===== src/rtl/ysyx_25040111_mem_arbiter_pkg.sv =====
// Shared encodings for the LSU port arbiter: FSM states, owner IDs and the
// full-word mask that fetch refills always use.
package ysyx_25040111_mem_arbiter_pkg;

    typedef enum logic [1:0] {
        ARB_IDLE  = 2'd0,
        ARB_FETCH = 2'd1,
        ARB_DATA  = 2'd2,
        ARB_NOP   = 2'd3
    } arb_state_e;

    localparam logic       OWN_IF = 1'b0;
    localparam logic       OWN_LS = 1'b1;
    localparam logic [1:0] MASK_W = 2'b11;

endpackage


===== src/rtl/ysyx_25040111_mem_arbiter_rr_pick.sv =====
// Two-way grant decision for the arbiter: a lone requester always wins, a tie
// goes to the data path (fixed priority) or to whoever did not own the port last.
module ysyx_25040111_rr_pick
    import ysyx_25040111_mem_arbiter_pkg::*;
#(
    parameter int FIXED_PRIO = 0
) (
    input  logic if_req,
    input  logic ls_req,
    input  logic last_owner,
    output logic grant_ls
);

    logic tie_ls;

    assign tie_ls   = (FIXED_PRIO != 0) ? 1'b1 : (last_owner == OWN_IF);
    assign grant_ls = ls_req & (~if_req | tie_ls);

endmodule


===== src/rtl/ysyx_25040111_mem_arbiter.sv =====
// Shares the single LSU master between I-cache refills and the load/store path.
// The owner keeps the port until its final beat or a watchdog abort.
module ysyx_25040111_mem_arbiter
    import ysyx_25040111_mem_arbiter_pkg::*;
#(
    parameter int FIXED_PRIO = 0,
    parameter int TO_W       = 12
) (
    input  logic        clock,
    input  logic        reset,
    input  logic        if_req,
    input  logic [31:0] if_addr,
    input  logic [7:0]  if_len,
    output logic        if_rvalid,
    output logic [31:0] if_rdata,
    output logic        if_done,
    input  logic        ls_req,
    input  logic        ls_wen,
    input  logic        ls_ren,
    input  logic        ls_sign,
    input  logic [1:0]  ls_mask,
    input  logic [31:0] ls_addr,
    input  logic [31:0] ls_wdata,
    output logic [31:0] ls_rdata,
    output logic        ls_done,
    output logic        mem_start,
    output logic        mem_wen,
    output logic        mem_ren,
    output logic        mem_sign,
    output logic [1:0]  mem_mask,
    output logic [31:0] mem_addr,
    output logic [31:0] mem_wdata,
    output logic [7:0]  mem_tlen,
    input  logic        mem_valid,
    input  logic [31:0] mem_rdata,
    output logic        busy,
    output logic        err,
    output logic [1:0]  dbg_state
);

    localparam logic [TO_W-1:0] WD_ONE = {{(TO_W-1){1'b0}}, 1'b1};

    arb_state_e        state_q, state_d;
    logic              last_owner_q, last_owner_d;
    logic              start_q, start_d;
    logic              wen_q, wen_d;
    logic              ren_q, ren_d;
    logic              sign_q, sign_d;
    logic [1:0]        mask_q, mask_d;
    logic [31:0]       addr_q, addr_d;
    logic [31:0]       wdata_q, wdata_d;
    logic [7:0]        tlen_q, tlen_d;
    logic [7:0]        beat_q, beat_d;
    logic [TO_W-1:0]   wd_q, wd_d;
    logic [31:0]       ls_rdata_q, ls_rdata_d;
    logic              err_q, err_d;

    logic grant_ls;
    logic xfer;
    logic final_beat;
    logic timeout;

    ysyx_25040111_rr_pick #(
        .FIXED_PRIO(FIXED_PRIO)
    ) u_rr_pick (
        .if_req    (if_req),
        .ls_req    (ls_req),
        .last_owner(last_owner_q),
        .grant_ls  (grant_ls)
    );

    assign xfer       = (state_q == ARB_FETCH) || (state_q == ARB_DATA);
    assign final_beat = xfer && mem_valid && (beat_q == tlen_q);
    // A beat arriving on the last watchdog cycle still counts as progress.
    assign timeout    = xfer && !mem_valid && (wd_q == '1);

    always_comb begin
        state_d      = state_q;
        last_owner_d = last_owner_q;
        start_d      = 1'b0;
        wen_d        = wen_q;
        ren_d        = ren_q;
        sign_d       = sign_q;
        mask_d       = mask_q;
        addr_d       = addr_q;
        wdata_d      = wdata_q;
        tlen_d       = tlen_q;
        beat_d       = beat_q;
        wd_d         = wd_q;
        ls_rdata_d   = ls_rdata_q;
        err_d        = err_q;
        case (state_q)
            ARB_IDLE: begin
                if (if_req || ls_req) begin
                    beat_d = 8'd0;
                    wd_d   = '0;
                    if (grant_ls) begin
                        // Store wins when both enables are set.
                        wen_d   = ls_wen;
                        ren_d   = ls_ren & ~ls_wen;
                        sign_d  = ls_sign;
                        mask_d  = ls_mask;
                        addr_d  = ls_addr;
                        wdata_d = ls_wdata;
                        tlen_d  = 8'd0;
                        if (!ls_wen && !ls_ren) begin
                            state_d = ARB_NOP;
                        end else begin
                            state_d = ARB_DATA;
                            start_d = 1'b1;
                        end
                    end else begin
                        wen_d   = 1'b0;
                        ren_d   = 1'b1;
                        sign_d  = 1'b0;
                        mask_d  = MASK_W;
                        addr_d  = if_addr;
                        wdata_d = 32'd0;
                        tlen_d  = if_len;
                        state_d = ARB_FETCH;
                        start_d = 1'b1;
                    end
                end
            end
            ARB_FETCH, ARB_DATA: begin
                if (mem_valid) begin
                    beat_d = beat_q + 8'd1;
                    wd_d   = '0;
                end else begin
                    wd_d = wd_q + WD_ONE;
                end
                if (final_beat || timeout) begin
                    state_d      = ARB_IDLE;
                    last_owner_d = (state_q == ARB_DATA) ? OWN_LS : OWN_IF;
                    if (state_q == ARB_DATA) begin
                        ls_rdata_d = timeout ? 32'd0 : mem_rdata;
                    end
                    if (timeout) begin
                        err_d = 1'b1;
                    end
                end
            end
            ARB_NOP: begin
                state_d      = ARB_IDLE;
                last_owner_d = OWN_LS;
            end
            default: state_d = ARB_IDLE;
        endcase
    end

    always_ff @(posedge clock or posedge reset) begin
        if (reset) begin
            state_q      <= ARB_IDLE;
            last_owner_q <= OWN_LS;
            start_q      <= 1'b0;
            wen_q        <= 1'b0;
            ren_q        <= 1'b0;
            sign_q       <= 1'b0;
            mask_q       <= 2'b00;
            addr_q       <= 32'd0;
            wdata_q      <= 32'd0;
            tlen_q       <= 8'd0;
            beat_q       <= 8'd0;
            wd_q         <= '0;
            ls_rdata_q   <= 32'd0;
            err_q        <= 1'b0;
        end else begin
            state_q      <= state_d;
            last_owner_q <= last_owner_d;
            start_q      <= start_d;
            wen_q        <= wen_d;
            ren_q        <= ren_d;
            sign_q       <= sign_d;
            mask_q       <= mask_d;
            addr_q       <= addr_d;
            wdata_q      <= wdata_d;
            tlen_q       <= tlen_d;
            beat_q       <= beat_d;
            wd_q         <= wd_d;
            ls_rdata_q   <= ls_rdata_d;
            err_q        <= err_d;
        end
    end

    assign mem_start = start_q;
    assign mem_wen   = wen_q;
    assign mem_ren   = ren_q;
    assign mem_sign  = sign_q;
    assign mem_mask  = mask_q;
    assign mem_addr  = addr_q;
    assign mem_wdata = wdata_q;
    assign mem_tlen  = tlen_q;
    assign busy      = (state_q != ARB_IDLE);
    assign err       = err_q;
    assign dbg_state = state_q;

    assign if_rvalid = (state_q == ARB_FETCH) && mem_valid;
    assign if_rdata  = (state_q == ARB_FETCH) ? mem_rdata : 32'd0;
    assign if_done   = (state_q == ARB_FETCH) && (final_beat || timeout);
    assign ls_done   = ((state_q == ARB_DATA) && (final_beat || timeout)) || (state_q == ARB_NOP);

    // Load data is presented alongside ls_done and then held from the register.
    always_comb begin
        ls_rdata = ls_rdata_q;
        if (state_q == ARB_DATA) begin
            if (final_beat) begin
                ls_rdata = mem_rdata;
            end else if (timeout) begin
                ls_rdata = 32'd0;
            end
        end
    end

endmodule

===== config.mk =====
export PLATFORM = sky130hd
export DESIGN_NAME = ysyx_25040111_mem_arbiter
export DESIGN_NICKNAME = d
export VERILOG_FILES = /design/src/rtl/ysyx_25040111_mem_arbiter_pkg.sv /design/src/rtl/ysyx_25040111_mem_arbiter_rr_pick.sv /design/src/rtl/ysyx_25040111_mem_arbiter.sv
export SDC_FILE = /design/constraint.sdc
export NUM_CORES = 1
export LEC_CHECK = 0
export CAP_MARGIN = 20
export CORE_AREA = 2 2 126 128
export DETAILED_ROUTE_END_ITERATION = 12
export DIE_AREA = 0 0 128 130
export HOLD_SLACK_MARGIN = 0.1
export PLACE_DENSITY = 0.9
export SYNTH_ARGS = -nofsm -noshare
export SYNTH_HDL_FRONTEND = slang
export SYNTH_SLANG_ARGS = --single-unit

===== constraint.sdc =====
create_clock -name clock -period 5.3 [get_ports clock]
set_clock_uncertainty 0.1 [all_clocks]
set_input_delay 0.795 -clock clock [delete_from_list [all_inputs] [get_ports clock]]
set_output_delay 0.795 -clock clock [all_outputs]
set_load 0.02 [all_outputs]

==> results.json <==
{
  "postRouteWirelength_um": 18600,
  "final-max-slew-violation-count": 0,
  "groute.usage.overall": 0.224,
  "r2r_cells": 7,
  "effective_utilization_at_floorplan": 0.409,
  "die_extent_in_y_um": 130,
  "final.fill_count": 1187,
  "route.detailed.vias_per_inst": 5.27,
  "synthesis.nets": 714,
  "detail_route.iter0.violations": 184,
  "boundaryPins": 295,
  "critical_path.max_fanout": 44,
  "synth_flop_cell": "sky130_fd_sc_hd__dfrtp_1",
  "rsz0062_at_grt": "no",
  "fin_crit_sh": 0.864,
  "class_of_the_most_critical_setup_path": "reg -> out",
  "drcViolationCount": 0,
  "cp_arrival_ns": 3.69,
  "run_status": "finished clean",
  "area_growth_pct": 58.6,
  "drt-wirelength-per-cell_um": 17.7,
  "worst_slew_margin_rel": 0.374,
  "place.gp.congestion": 0.845,
  "synthesis.area_per_instance_um2": 11.2,
  "synth_cells": 561,
  "min-delay-path-class": "reg -> reg",
  "power_density_over_the_cells_mw_per_mm2": 536,
  "cp-end-kind": "primary output",
  "worstReg2RegEnd": "ls_rdata_q[13]$_DFFE_PP0P_",
  "antenna_violations_before_repair": 1,
  "cts_repair_resize_count": 0,
  "maxCapViolCount": 0,
  "worst_margin_pin_slew_ns": 0.936,
  "antenna-diode-count": 0,
  "worst_setup_hold_path_clk_slew_ns": 0.06,
  "finalNetCount": 994,
  "seq_area_frac_synth": 0.532,
  "synth_warnings": 0,
  "critical_path.startpoint_type": "register",
  "irDropWorstVdd_uv": 289,
  "dp_hpwl_um": 13800,
  "finalInstanceArea_mm2": 0.0100,
  "post_dp_cell_area_mm2": 0.00935,
  "detailroute.via_count": 5511,
  "dieWidth_um": 128,
  "finalSetupViolations": 0,
  "top_achievable_clock_speed_mhz": 218,
  "io_buffers": 294,
  "grt_start_max_net_pins": 104,
  "grt.overflow.total": 0,
  "hold_violations": 0,
  "global_route_wire_length_before_repair_um": 28800,
  "synth-seq-cells": 134,
  "placementRows": 46,
  "post_cts.repair.setup_buffers": 0,
  "holdBufCountCts": 0,
  "grt_pass1_vias": 5431,
  "clock_sinks": 134,
  "cts-buffers-inserted": 17,
  "async_reset_ff_frac": 1.00,
  "period_needed_ns": 4.58,
  "core_region_area_mm2": 0.0154,
  "clock-root-buffer": "sky130_fd_sc_hd__clkbuf_16",
  "tritoncts": "done",
  "r2r_setup_slack_ns": 2.16,
  "hold_end": "err$_DFFE_PP0P_",
  "hold_start": "err$_DFFE_PP0P_",
  "clockBufferDepth": 2,
  "dieArea_mm2": 0.0166,
  "timing.critical_path.required_ns": 4.41,
  "timing.hold.worst_path_depth": 1,
  "post_route_cells_drive_above_1_share": 0.0667,
  "insertion_delay_ns": 0.41,
  "timing.setup.tns_ns": 0,
  "yosys.cell_types.count": 41,
  "critical_path.reg2reg.startpoint": "dbg_state[0]$_DFFE_PP0P_",
  "drt-pass1-iter-count": 4,
  "cts_htree_levels": 4,
  "synth-edff-count": 0,
  "ant_nets": 0,
  "p_leak_nw": 4.27,
  "post_synth_instance_area_mm2": 0.00630
}
-- Yosys cell counts, types with 3 or more instances --
library cell,n,area share
sky130_fd_sc_hd__clkbuf_1,16,0.0095
sky130_fd_sc_hd__xnor2_1,9,0.013
sky130_fd_sc_hd__nor3_1,6,0.0048
sky130_fd_sc_hd__o21ai_1,3,0.0024
sky130_fd_sc_hd__buf_6,7,0.013
sky130_fd_sc_hd__a22o_1,106,0.15
sky130_fd_sc_hd__nor2_1,29,0.017
sky130_fd_sc_hd__nand3_1,9,0.0071
sky130_fd_sc_hd__xor2_1,11,0.015
sky130_fd_sc_hd__nand4_1,11,0.011
sky130_fd_sc_hd__dfrtp_1,133,0.53
sky130_fd_sc_hd__mux2i_1,34,0.054
sky130_fd_sc_hd__inv_1,7,0.0042
sky130_fd_sc_hd__o21ai_0,41,0.033
sky130_fd_sc_hd__and3_1,4,0.0040
sky130_fd_sc_hd__and2_1,34,0.034
sky130_fd_sc_hd__a21oi_1,3,0.0024
sky130_fd_sc_hd__ha_1,7,0.014
sky130_fd_sc_hd__nand2b_1,4,0.0040
sky130_fd_sc_hd__buf_2,9,0.0071
sky130_fd_sc_hd__nand2_1,47,0.028
sky130_fd_sc_hd__buf_4,7,0.0083
-- routing by layer --
| layer | routed length [µm] | global-route usage | part of all wire |
|---|---|---|---|
| met1 | 7210 | 0.259 | 0.39 |
| met2 | 9370 | 0.384 | 0.50 |
| met3 | 1540 | 0.0750 | 0.083 |
| met4 | 425 | 0.0918 | 0.023 |
| met5 | 13 | 0 | 0.00070 |
-- cell families (layout without fill, tap and decap cells) --
kind of cell / count (synthesis) / count (layout) / synth area share
muxes: 34 / 34 / 0.0540
xor gates and xnor gates: 21 / 21 / 0.0322
AOI/OAI and AO/OA: 162 / 162 / 0.199
buffers and inverters: 49 / 342 / 0.0437
adders and majority gates: 7 / 7 / 0.0139
DFF: 134 / 134 / 0.532
and+or+nand+nor: 154 / 154 / 0.125
-- layout by cell type (no fill, tap or decap), drive strengths merged --
| cell | count |
|---|---|
| nand3 | 9 |
| dfrtp | 133 |
| a21oi | 3 |
| nor3 | 7 |
| or4 | 1 |
| nand4 | 12 |
| and3 | 4 |
| clkinv | 4 |
| a22o | 106 |
| nand2b | 4 |
| buf | 9 |
| clkdlybuf4s50 | 294 |
| o22a | 2 |
| clkbuf | 17 |
| mux2i | 34 |
| bufinv | 4 |
| nor2 | 29 |
| and4 | 1 |
| o41ai | 2 |
| nor2b | 1 |
| a21bo | 2 |
| dfstp | 1 |
| clkinvlp | 4 |
| inv | 10 |
| xnor2 | 10 |
| a31oi | 1 |
| o21ai | 44 |
| xor2 | 11 |
| nand2 | 47 |
| ha | 7 |
| nor3b | 1 |
| or3b | 1 |
| nor4b | 1 |
| and2 | 34 |
| nor4 | 2 |
| a21boi | 2 |
-- final cells by class --
class | instances | area (µm²) | area share
multi-input cells | 378 | 2710 | 0.271
flip-flops and latches | 134 | 3350 | 0.336
clock inverters | 15 | 200 | 0.0200
well taps | 192 | 240 | 0.0240
clock buffers | 17 | 425 | 0.0426
inverters | 7 | 31.3 | 0.00313
repair buffers | 303 | 3040 | 0.304
-- how the worst max path moves through the flow --
stage / from / end / slack, ns / cells past startpoint
floorplan: reset / beat_q[0]$_DFFE_PP0P_ / 0.82 / 1
global placement: mem_valid / ls_rdata[29] / 0.93 / 7
detailed placement: mem_valid / ls_rdata[15] / 0.82 / 7
CTS: dbg_state[0]$_DFFE_PP0P_ / ls_rdata[15] / 0.74 / 7
global route: dbg_state[0]$_DFFE_PP0P_ / ls_rdata[27] / 0.52 / 7
finish: dbg_state[0]$_DFFE_PP0P_ / ls_rdata[30] / 0.72 / 7
-- critical path: stages (launching register included) --
cell and delay [ns]:
sky130_fd_sc_hd__dfrtp_1 0.40, sky130_fd_sc_hd__inv_1 0.12, sky130_fd_sc_hd__ha_1 0.56, sky130_fd_sc_hd__nand2_1 0.11
sky130_fd_sc_hd__nor4_1 0.42, sky130_fd_sc_hd__and3_2 0.79, sky130_fd_sc_hd__a22o_1 0.24, sky130_fd_sc_hd__clkdlybuf4s50_1 0.61
-- metrics by stage --
step | power [mW] | hold slack, ns | setup slack [ns] | instances | util
finish | 5.36 | 0.375 | 0.720 | 1046 | 0.648
global route | 5.65 | 0.401 | 0.516 | 1046 | 0.648
CTS | 5.40 | 0.383 | 0.741 | 1045 | 0.647
detailed placement | 4.13 | 0.369 | 0.823 | 1013 | 0.606
global placement | 4.07 | 0.354 | 0.929 | 1013 | 0.606
floorplan | 2.90 | 0.363 | 0.824 | 561 | -
-- power by group --
group / switching (mW) / leakage [nW] / total (mW) / internal (mW)
sequential: 0.232 / 1.76 / 1.61 / 1.37
clock: 0.455 / 0.296 / 1.24 / 0.789
combinational: 1.30 / 2.21 / 2.51 / 1.21
-- sequential cells by signal, indices dropped and copies added (netlist names), 2 cells and up --
name	flops
beat_q	8
dbg_state	2
ls_rdata_q	32
mem_addr	32
mem_mask	2
mem_tlen	8
mem_wdata	32
wd_q	12
Power figures use the tool's default switching activity.
